--- src/rtl/rom_ctrl_pkg.sv ---
// Shared types for the rom_ctrl integrity-check sequencer: mubi encoding,
// sparse FSM state encoding and pwrmgr output defaults.
package rom_ctrl_pkg;

  typedef logic [3:0] mubi4_t;

  localparam mubi4_t MuBi4True  = 4'h6;
  localparam mubi4_t MuBi4False = 4'h9;

  localparam int unsigned NumDigestWords = 8;
  localparam int unsigned StateWidth     = 6;

  // Pairwise Hamming distance >= 3, and no state is all-zeros.
  typedef enum logic [StateWidth-1:0] {
    StIdle     = 6'b100110,
    StReadExp  = 6'b010101,
    StWaitRsp  = 6'b001011,
    StWaitKmac = 6'b110011,
    StCompare  = 6'b101101,
    StDone     = 6'b011110
  } check_state_e;

  localparam mubi4_t PwrmgrDoneDefault = MuBi4False;
  localparam mubi4_t PwrmgrGoodDefault = MuBi4False;

  function automatic mubi4_t mubi4_bool(input logic b);
    return b ? MuBi4True : MuBi4False;
  endfunction

endpackage

--- src/rtl/prim_count.sv ---
// Redundant saturating up-counter: an up count and a mirrored down count whose
// sum must always equal MaxCnt; any disagreement flags err_o.
module prim_count #(
  parameter int unsigned Width  = 4,
  parameter int unsigned MaxCnt = (1 << Width) - 1
) (
  input  logic             clk_i,
  input  logic             rst_ni,
  input  logic             incr_en_i,
  output logic [Width-1:0] cnt_o,
  output logic             err_o
);

  logic [Width-1:0] up_q, dn_q;
  logic             step;

  assign step = incr_en_i && (up_q != Width'(MaxCnt));

  always_ff @(posedge clk_i or negedge rst_ni) begin
    if (!rst_ni) begin
      up_q <= '0;
      dn_q <= Width'(MaxCnt);
    end else if (step) begin
      up_q <= up_q + Width'(1);
      dn_q <= dn_q - Width'(1);
    end
  end

  assign cnt_o = up_q;
  assign err_o = (Width'(up_q + dn_q) != Width'(MaxCnt));

endmodule

--- src/rtl/rom_ctrl_check_capture.sv ---
// Word-indexed capture of the expected digest read from ROM, with its
// receive counter and an overflow flag for responses beyond the last word.
module rom_ctrl_check_capture
  import rom_ctrl_pkg::*;
#(
  parameter  int unsigned NumWords = NumDigestWords,
  localparam int unsigned RcvW     = $clog2(NumWords + 1)
) (
  input  logic                     clk_i,
  input  logic                     rst_ni,
  input  logic                     rvalid_i,
  input  logic [31:0]              rdata_i,
  output logic [NumWords*32-1:0]   exp_digest_o,
  output logic [RcvW-1:0]          rcv_cnt_o,
  output logic                     overflow_c
);

  localparam int unsigned IdxW = (NumWords > 1) ? $clog2(NumWords) : 1;

  logic [31:0]     words_q [NumWords];
  logic [RcvW-1:0] j_q;
  logic            wr_en;

  assign wr_en      = rvalid_i && (j_q < RcvW'(NumWords));
  assign overflow_c = rvalid_i && !wr_en;

  always_ff @(posedge clk_i or negedge rst_ni) begin
    if (!rst_ni) begin
      j_q <= '0;
      for (int unsigned w = 0; w < NumWords; w++) words_q[w] <= '0;
    end else if (wr_en) begin
      words_q[j_q[IdxW-1:0]] <= rdata_i;
      j_q                    <= j_q + RcvW'(1);
    end
  end

  always_comb begin
    exp_digest_o = '0;
    for (int unsigned w = 0; w < NumWords; w++) exp_digest_o[w*32 +: 32] = words_q[w];
  end

  assign rcv_cnt_o = j_q;

endmodule

--- src/rtl/rom_ctrl_check_seq.sv ---
// One-shot ROM integrity-check sequencer: reads the expected digest, captures
// the KMAC digest, runs the comparator and reports to pwrmgr.
// Optional watchdog: define ROM_CTRL_CHECK_TIMEOUT_EN.
module rom_ctrl_check_seq
  import rom_ctrl_pkg::*;
#(
  parameter  int unsigned RomDepth      = 1024,
  parameter  int unsigned NumWords      = NumDigestWords,
  parameter  int unsigned TimeoutCycles = 4096,
  localparam int unsigned AddrW         = $clog2(RomDepth),
  localparam int unsigned DigestW       = NumWords * 32
) (
  input  logic               clk_i,
  input  logic               rst_ni,
  output logic               rom_req_o,
  output logic [AddrW-1:0]   rom_addr_o,
  input  logic               rom_rvalid_i,
  input  logic [31:0]        rom_rdata_i,
  input  logic               kmac_valid_i,
  input  logic [DigestW-1:0] kmac_digest_i,
  output logic               cmp_start_o,
  input  logic               cmp_done_i,
  input  mubi4_t             cmp_good_i,
  output logic [DigestW-1:0] digest_o,
  output logic [DigestW-1:0] exp_digest_o,
  output mubi4_t             pwrmgr_done_o,
  output mubi4_t             pwrmgr_good_o,
  output logic               alert_o
);

  localparam int unsigned CntW = (NumWords > 1) ? $clog2(NumWords) : 1;
  localparam int unsigned RcvW = $clog2(NumWords + 1);

  check_state_e      state_q, state_d;
  logic [CntW-1:0]   cnt_q, cnt_next;
  logic              cnt_incr, cnt_err;
  logic [RcvW-1:0]   rcv_cnt;
  logic              rcv_ovf;
  logic              state_illegal, kmac_capture, timeout_c, alert_c;
  logic              rom_req_q, rd_pend_q, start_q, kmac_seen_q, alert_q;
  logic [AddrW-1:0]  rom_addr_q;
  logic [DigestW-1:0] digest_q;
  mubi4_t            done_q, good_q;

  prim_count #(
    .Width  (CntW),
    .MaxCnt (NumWords - 1)
  ) u_addr_cnt (
    .clk_i     (clk_i),
    .rst_ni    (rst_ni),
    .incr_en_i (cnt_incr),
    .cnt_o     (cnt_q),
    .err_o     (cnt_err)
  );

  rom_ctrl_check_capture #(
    .NumWords (NumWords)
  ) u_capture (
    .clk_i        (clk_i),
    .rst_ni       (rst_ni),
    .rvalid_i     (rom_rvalid_i),
    .rdata_i      (rom_rdata_i),
    .exp_digest_o (exp_digest_o),
    .rcv_cnt_o    (rcv_cnt),
    .overflow_c   (rcv_ovf)
  );

  assign kmac_capture = kmac_valid_i && !kmac_seen_q &&
                        (state_q inside {StReadExp, StWaitRsp, StWaitKmac});

  always_comb begin
    state_d       = state_q;
    cnt_incr      = 1'b0;
    state_illegal = 1'b0;
    case (state_q)
      StIdle:     state_d = StReadExp;
      StReadExp: begin
        if (cnt_q == CntW'(NumWords - 1)) state_d  = StWaitRsp;
        else                              cnt_incr = 1'b1;
      end
      StWaitRsp: begin
        // An early digest lets us skip WaitKmac entirely.
        if (rcv_cnt == RcvW'(NumWords)) begin
          state_d = (kmac_seen_q || kmac_valid_i) ? StCompare : StWaitKmac;
        end
      end
      StWaitKmac: if (kmac_valid_i) state_d = StCompare;
      StCompare:  if (cmp_done_i)   state_d = StDone;
      StDone:     state_d = StDone;
      default:    state_illegal = 1'b1;
    endcase
    if (timeout_c) state_d = StDone;
  end

  assign cnt_next = cnt_incr ? CntW'(cnt_q + CntW'(1)) : cnt_q;

  assign alert_c = state_illegal | cnt_err | rcv_ovf | timeout_c |
                   (rom_rvalid_i & ~rd_pend_q) |
                   (kmac_valid_i & kmac_seen_q) |
                   (cmp_done_i & ~(state_q inside {StCompare, StDone}));

  always_ff @(posedge clk_i or negedge rst_ni) begin
    if (!rst_ni) begin
      state_q     <= StIdle;
      rom_req_q   <= 1'b0;
      rom_addr_q  <= '0;
      rd_pend_q   <= 1'b0;
      start_q     <= 1'b0;
      kmac_seen_q <= 1'b0;
      digest_q    <= '0;
      done_q      <= PwrmgrDoneDefault;
      good_q      <= PwrmgrGoodDefault;
      alert_q     <= 1'b0;
    end else begin
      state_q     <= state_d;
      rom_req_q   <= (state_d == StReadExp);
      if (state_d == StReadExp) begin
        rom_addr_q <= AddrW'(RomDepth - NumWords) + AddrW'(cnt_next);
      end
      rd_pend_q   <= rom_req_q;
      start_q     <= (state_d == StCompare) && (state_q != StCompare);
      kmac_seen_q <= kmac_seen_q | kmac_capture;
      if (kmac_capture) digest_q <= kmac_digest_i;
      done_q      <= mubi4_bool(state_d == StDone);
      if (state_q == StCompare && state_d == StDone) begin
        good_q <= mubi4_bool(!timeout_c && (cmp_good_i == MuBi4True));
      end
      alert_q     <= alert_q | alert_c;
    end
  end

`ifdef ROM_CTRL_CHECK_TIMEOUT_EN
  localparam int unsigned TmoW = $clog2(TimeoutCycles + 1);

  logic [TmoW-1:0] tmo_q;
  logic            tmo_run;

  assign tmo_run   = state_q inside {StWaitRsp, StWaitKmac, StCompare};
  assign timeout_c = tmo_run && (tmo_q >= TmoW'(TimeoutCycles - 1));

  // Saturating per-state watchdog; restarts on every state change.
  always_ff @(posedge clk_i or negedge rst_ni) begin
    if (!rst_ni) begin
      tmo_q <= '0;
    end else if (!tmo_run || (state_d != state_q)) begin
      tmo_q <= '0;
    end else if (tmo_q != TmoW'(TimeoutCycles)) begin
      tmo_q <= tmo_q + TmoW'(1);
    end
  end
`else
  // Keeps TimeoutCycles referenced in builds without the watchdog.
  assign timeout_c = 1'b0 & (TimeoutCycles != 0);
`endif

  assign rom_req_o     = rom_req_q;
  assign rom_addr_o    = rom_addr_q;
  assign cmp_start_o   = start_q;
  assign digest_o      = digest_q;
  assign pwrmgr_done_o = done_q;
  assign pwrmgr_good_o = good_q;
  assign alert_o       = alert_q;

endmodule

--- config.mk ---
export PLATFORM = sky130hd
export DESIGN_NAME = rom_ctrl_check_seq
export DESIGN_NICKNAME = d
export VERILOG_FILES = /design/src/rtl/rom_ctrl_pkg.sv /design/src/rtl/prim_count.sv /design/src/rtl/rom_ctrl_check_capture.sv /design/src/rtl/rom_ctrl_check_seq.sv
export SDC_FILE = /design/constraint.sdc
export NUM_CORES = 1
export LEC_CHECK = 0
export ABC_AREA = 1
export CAP_MARGIN = 20
export CORE_AREA = 2 2 323 325
export DETAILED_ROUTE_END_ITERATION = 8
export DIE_AREA = 0 0 325 327
export PLACE_DENSITY = 0.56
export SYNTH_ARGS = -nofsm -noshare
export SYNTH_HDL_FRONTEND = slang
export SYNTH_SLANG_ARGS = --single-unit
--- constraint.sdc ---
create_clock -name clk_i -period 1.7 [get_ports clk_i]
set_clock_uncertainty 0.1 [all_clocks]
set_input_delay 0.255 -clock clk_i [delete_from_list [all_inputs] [get_ports clk_i]]
set_output_delay 0.255 -clock clk_i [all_outputs]
set_load 0.1 [all_outputs]
==> results of run 1 <==
worst min path at each step:
| stage | to | cells after the start | from |
|---|---|---|---|
| after global routing | digest_o[96] | 3 | kmac_digest_i[96] |
| after CTS | digest_o[1] | 3 | kmac_digest_i[1] |
| after global placement | u_capture.exp_digest_o[26] | 1 | rst_ni |
| after detailed placement | u_capture.exp_digest_o[26] | 1 | rst_ni |
| after floorplan | alert_o | 0 | rst_ni |
| final | digest_o[165] | 3 | kmac_digest_i[165] |
worst max-delay path, delay by kind of cell (launching register included):
kind          cells  cell delay [ps]
flops             1              570
simple gates      5              440
buf+inv           4              670
per-layer routing:
metal / vias up / part of all wire (%) / global-route usage, %
met2: 699 / 50 / 27.2
met5: - / 0.029 / 0
met1: 9681 / 39 / 18.8
met3: 192 / 7.0 / 5.19
li1: 9020 / - / -
met4: 4 / 4.3 / 8.16
final cells by class:
type	count	area, um2
clock buffer	100	1990
timing repair buffer	1061	17300
fill	9574	59900
antenna	12	30.0
multi-input combinational	1419	7890
inverter	64	250
tap	1380	1730
sequential	541	13600
clock inverter	20	300
synthesized netlist by cell type (2+ instances only):
| library cell | number | share of area, % |
|---|---|---|
| nand2_1 | 760 | 14 |
| dfrtp_1 | 533 | 64 |
| nand3_1 | 277 | 6.7 |
| o21ai_0 | 181 | 4.4 |
| nor2_1 | 79 | 1.4 |
| a21oi_1 | 65 | 1.6 |
| inv_1 | 62 | 1.1 |
| clkbuf_1 | 60 | 1.1 |
| buf_2 | 55 | 1.3 |
| buf_4 | 21 | 0.76 |
| o21ai_1 | 17 | 0.41 |
| dfstp_2 | 8 | 1.0 |
| buf_6 | 6 | 0.33 |
| ha_1 | 6 | 0.36 |
| nand3_2 | 5 | 0.24 |
| xor2_1 | 5 | 0.21 |
| buf_1 | 4 | 0.072 |
| nor2_2 | 4 | 0.12 |
| nand4_1 | 3 | 0.090 |
| nor3_4 | 3 | 0.24 |
| inv_2 | 2 | 0.036 |
| nand2_2 | 2 | 0.060 |
| nor3_1 | 2 | 0.048 |
cell families (layout without fill, tap and decap cells):
group | after synthesis | count (layout) | share of synthesized area (%)
buffers and inverters | 210 | 1245 | 4.73
AOI/OAI and AO/OA | 265 | 265 | 6.41
DFF | 541 | 541 | 65.3
and+or+nand+nor | 1140 | 1141 | 22.8
adders and majority gates | 7 | 7 | 0.458
xor gates and xnor gates | 6 | 6 | 0.253
other | 0 | 12 | 0
where the power goes:
group / internal (mW) / switching (mW) / leakage (nW)
Sequential: 12.9 / 0.00207 / 7.49
Combinational: 0.696 / 0.608 / 11.0
Clock: 8.82 / 6.13 / 1.12
per-stage QoR:
step	instances	worst slack, ps	cell area (um2)	utilization (%)	hold slack (ps)
6_report	4597	-233	43100	41.8	78.7
2_1_floorplan	2169	-65.3	20700	-	-141
5_1_grt	4596	-305	43100	41.8	51.9
4_1_cts	4512	-198	40300	39.2	21.6
3_5_place_dp	4360	-390	36700	35.7	27.8
3_3_place_gp	4360	-299	36700	35.7	26.5
sequential cells by signal, indices dropped and copies added (netlist names):
signal / flops
rom_addr_o: 4
rd_pend_q: 1
u_addr_cnt.cnt_o: 3
u_addr_cnt.dn_q: 3
rom_req_o: 1
cmp_start_o: 1
u_capture.rcv_cnt_o: 4
u_capture.exp_digest_o: 256
state_q: 6
pwrmgr_done_o: 2
digest_o: 256
kmac_seen_q: 1
alert_o: 1
pwrmgr_good_o: 2
what timing repair did:
item	CTS	global route
gates cloned	16	52
endpoints found under the setup margin	287	414
resized for setup	166	413
setup buffers	15	28
hold buffers	2	0
pin swaps	33	74
hold endpoints to repair	536	0
==> summary.md, run 1 <==
| Metric | Value |
|---|---|
| Fmax | 0.517 GHz |
| TritonCTS clock tree | done |
| Row cnt | 118 |
| Crit path DAT | approximately 2300 ps |
| R2r setup slk | -230 ps |
| Most frequent cells in the layout | nand2_1, buf_12, dfrtp_1, clkdlybuf4s50_1, o21ai_0 |
| Crit path kind | register to register |
| Worst-path clk slew | 70 ps |
| FF+latch count, synth | 541 |
| Number of H-tree levels | 3 |
| HP Class | input pin to register |
| Yosys warns | 0 |
| Latest clock arrival within the worst-skew pair | 620 ps |
| RSZ-0062 raised after global routing | true |
| Initial Util | 20.2% |
| CP endpoint | digest_o[30] |
| CTS Buf Count | 67 |
| Final wirelength | between 90,000 and 100,000 um |
| Final hold violations | 0 |
| Clock buffer depth | 3 |
| Port Buffers | 829 |
| Period minus WS final | a little under 2000 ps |
| Register area share after synthesis | 65.3% |
| Pre-Repair DR Iteration Count | 5 |
| EDFF count, synth | 0 |
| CP Max Fanout | 8 |
| Power Dens Cells | 677 nW/um2 |
| Layout overhead on the synthesized area | 108% |
| R2r endpoint | digest_o[30] |
| Syn Nets | approximately 2,500 |
| Routability cong. | 0.832 |
| Die width | approximately 330 um |
| Vias in the first global route | 19,400 |
| First-pass GRT wire length | 130,000 um |
| Status | complete, but fails checks |
| Period utilization | 114% |
| WP data required | 2110 ps |
| Reg2Reg Depth | 9 |
| R2r startpoint | state_q[5] |
| Leak | approximately 20 nW |
| Pin slew with the least headroom to its limit | 598 ps |
| Total power | 29.1 mW |
| Sink Count | about 540 |
| Cells after Synth | approximately 2,200 |
| Final worst slack | -233 ps |
| CP Cell Sequence | buf_6 > nor2_4 > nand3_4 > nand3_4 > buf_12 > buf_16 > buf_16 > nand3_1 > nand2_1 |
| Via density | roughly 4.3 |
| Detail Placement HPWL | 64,200 um |
| CP max stage cell | dfstp_2 |
| Initial DRC Count | 1,236 |
| GRT overflow | 0 |
| Synth Flop Type | dfrtp_1 |
| Antenna-violating nets left | 0 |
| Slew HR | 60.0% |
| Delay of the slowest cell on the worst path | 570 ps |
| Startpoint types | register |
| Critical Path Source | state_q[5] |
| Maximum vdd drop | 0.706 mV |
| Slew Viols, Final | 0 |
| Total GRT Usage | 16.3% |
| DRC Markers | 0 |
| CTS root buffer | clkbuf_16 |
| Max_cap viols | 0 |
| Netlist cell types | 32 |
| Setup-failing EPs final | 280 |
| Die Ht | 327 um |
| Syn Std Cell Area | 20,700 um2 |
| NumNets Final | 3,458 |
| Worst setup EP type | register |
| Setup tns final | -49,190 ps |
| Most common cell after layout, fill and taps aside | nand2_1 |
| Die area | 106,000 um2 |
| Initial antenna violation count | 14 |
| Pin count of the biggest net entering global routing | 78 |
| Share of layout cells above drive strength 1 | 38.9% |
| Synthesized area per cell | about 9.6 um2 |
| Core area | 103,000 um2 |
| Ys async rst share | 100% |
| DR WL/cell | between 20 and 25 um |
| Top-Level Pins | 830 |
| Failing checks | setup timing |
| Routed vias | 19,600 |
No activity file was read; power rests on OpenSTA's default activity.
==> inputs of run 2 (changes only) <==
--- a/config.mk
+++ b/config.mk
@@ -7,9 +7,10 @@
 export LEC_CHECK = 0
 export ABC_AREA = 1
 export CAP_MARGIN = 20
-export CORE_AREA = 2 2 323 325
+export CORE_AREA = 2 2 324 326
+export CTS_BUF_LIST = sky130_fd_sc_hd__clkbuf_4 sky130_fd_sc_hd__clkbuf_8
 export DETAILED_ROUTE_END_ITERATION = 8
-export DIE_AREA = 0 0 325 327
+export DIE_AREA = 0 0 326 328
 export PLACE_DENSITY = 0.56
 export SYNTH_ARGS = -nofsm -noshare
 export SYNTH_HDL_FRONTEND = slang
==> summary.md, run 2 (synthesis results as in run 1) <==
| Metric | Value |
|---|---|
| Status | complete, but fails checks |
| Failing checks | setup timing |
| Via density | 4.26 (-0.18%) |
| Sink Count | 541 (unchanged) |
| Die width | 326 um (+0.31%) |
| Core area | 103,000 um2 (+0.29%) |
| Setup-failing EPs final | 343 (+23%) |
| Share of layout cells above drive strength 1 | 38.2% (-0.70 points) |
| Slew HR | 56.6% (-3.4 points) |
| HP Class | input pin to register |
| Pre-Repair DR Iteration Count | 5 (unchanged) |
| Routability cong. | 0.843 (+1.4%) |
| Global Route met3 Usage | 4.89% (-0.30 points) |
| Initial antenna violation count | 9 (-5) |
| GRT overflow | 0 (unchanged) |
| WP data required | 2270 ps (+160 ps) |
| CP Max Fanout | 5 (-3) |
| Latest clock arrival within the worst-skew pair | 740 ps (+120 ps) |
| Total GRT Usage | 17.0% (+0.74 points) |
| Die area | 107,000 um2 (+0.61%) |
| Area of the multi-input gates | 7300 um2 (-7.4%) |
| Crit path kind | register to register |
| Register area | 13,600 um2 (+0.32%) |
| Row cnt | 118 (unchanged) |
| Power Dens Cells | 634 nW/um2 (-6.3%) |
| Crit path DAT | 2570 ps (+230 ps) |
| DRC Markers | 0 (unchanged) |
| Pin slew with the least headroom to its limit | 651 ps (+52.2 ps) |
| Fillers | 9,173 (-4.2%) |
| Most frequent cells in the layout | nand2_1, buf_12, dfrtp_1, clkdlybuf4s50_1, buf_4 |
| Startpoint types | register |
| Top-Level Pins | 830 (unchanged) |
| Final wirelength | 103,000 um (+3.5%) |
| Met2 Track Usage GR | 28.3% (+1.1 points) |
| RSZ-0062 raised after global routing | true |
| Routed vias | 21,600 (+10%) |
| Antenna-violating nets left | 0 (unchanged) |
| NumNets Final | 3,904 (+13%) |
| Most common cell after layout, fill and taps aside | nand2_1 |
| Initial DRC Count | 1,336 (+8.1%) |
| Worst-path clk slew | 60 ps (about the same) |
| Port Buffers | 829 (unchanged) |
| First-pass GRT wire length | 138,000 um (+5.5%) |
| Vias in the first global route | 21,000 (+8.1%) |
| Initial Util | 20.1% (-0.058 points) |
| Met1 usage | 20.4% (+1.5 points) |
| Pin count of the biggest net entering global routing | 80 (+2.6%) |
| Clock buffer depth | 3 (unchanged) |
| TritonCTS clock tree | done |
| CTS Buf Count | 101 (+51%) |
| Busiest layer in global routing | met2 |
| Max_cap viols | 0 (unchanged) |
| Period utilization | 118% (+3.8 points) |
| Fmax | 0.501 GHz (-3.3%) |
| Final hold violations | 0 (unchanged) |
| Slew Viols, Final | 0 (unchanged) |
| Number of H-tree levels | 3 (unchanged) |
| Die Ht | 328 um (+0.31%) |
| Period minus WS final | 2000 ps (+65.0 ps) |
| Layout overhead on the synthesized area | 122% |
| Maximum vdd drop | 0.508 mV (-28%) |
| Final worst slack | -298 ps (-65.0 ps) |
| DR WL/cell | 20.3 um (-6.2%) |
| CTS root buffer | clkbuf_8 |
| Total power | 29.1 mW (about the same) |
| WHS | 86.7 ps (+8.06 ps) |
| Worst setup EP type | register |
| Leak | 21.4 nW (+9.2%) |
| Detail Placement HPWL | 66,200 um (+3.2%) |
[run 2: metal layers]
layer,routed length [um],vias up
li1,-,9904
met1,39600,10600
met2,51500,863
met3,7320,242
met4,4280,4
met5,20,-
[run 2: repair_timing]
item                       in CTS  in global routing
setup endpoints to repair     840                906
gates cloned                   16                 24
resized for setup             135                290
hold buffers                  248                  0
buffers inserted               26                219
hold endpoints to repair      786                  0
pin swaps                      37                 67
[run 2: worst paths after layout]
kind                                              end  cells after the start  slack [ps]               start
max                                      digest_o[30]                     10        -300          state_q[2]
min                                  pwrmgr_good_o[0]                      3          90       cmp_good_i[0]
max reg2reg                              digest_o[30]                     10        -300          state_q[2]
min reg2reg                        u_addr_cnt.dn_q[1]                      2         380  u_addr_cnt.dn_q[1]
max in group asynchronous               digest_o[209]                      5         340              rst_ni
min in group asynchronous  u_capture.exp_digest_o[62]                      4         610              rst_ni
[run 2: cell type report]
type | instances | area share [%]
Antenna cell | 3 | 0.0163
Inverter | 64 | 0.534
Multi-Input combinational cell | 1418 | 15.9
Clock buffer | 164 | 4.43
Sequential cell | 541 | 29.6
Clock inverter | 26 | 0.621
Timing Repair Buffer | 1474 | 45.1
Tap cell | 1380 | 3.76
[run 2: critical path, stage by stage (launching register included)]
cell	delay, ps
dfstp_2	570
inv_2	60
nor2_4	130
nand3_4	110
nand3_4	130
buf_6	150
clkbuf_16	170
buf_12	140
clkbuf_16	150
nand3_1	100
nand2_1	90
[run 2: power breakdown]
part	internal (mW)	switching [mW]
Clock	8.26	6.17
Sequential	12.9	0.00475
Combinational	1.08	0.731
[run 2: metrics by stage]
step | setup slack, ps | instances | area (um2) | utilization [%] | setup TNS [ps]
3_3_place_gp | -367 | 4359 | 36900 | 35.7 | -91680
3_5_place_dp | -402 | 4359 | 36900 | 35.7 | -102450
4_1_cts | -340 | 4838 | 43000 | 41.7 | -115950
5_1_grt | -403 | 5070 | 46000 | 44.5 | -122500
6_report | -298 | 5070 | 46000 | 44.5 | -54730
2_1_floorplan | -65.3 | 2169 | 20700 | - | -65.3
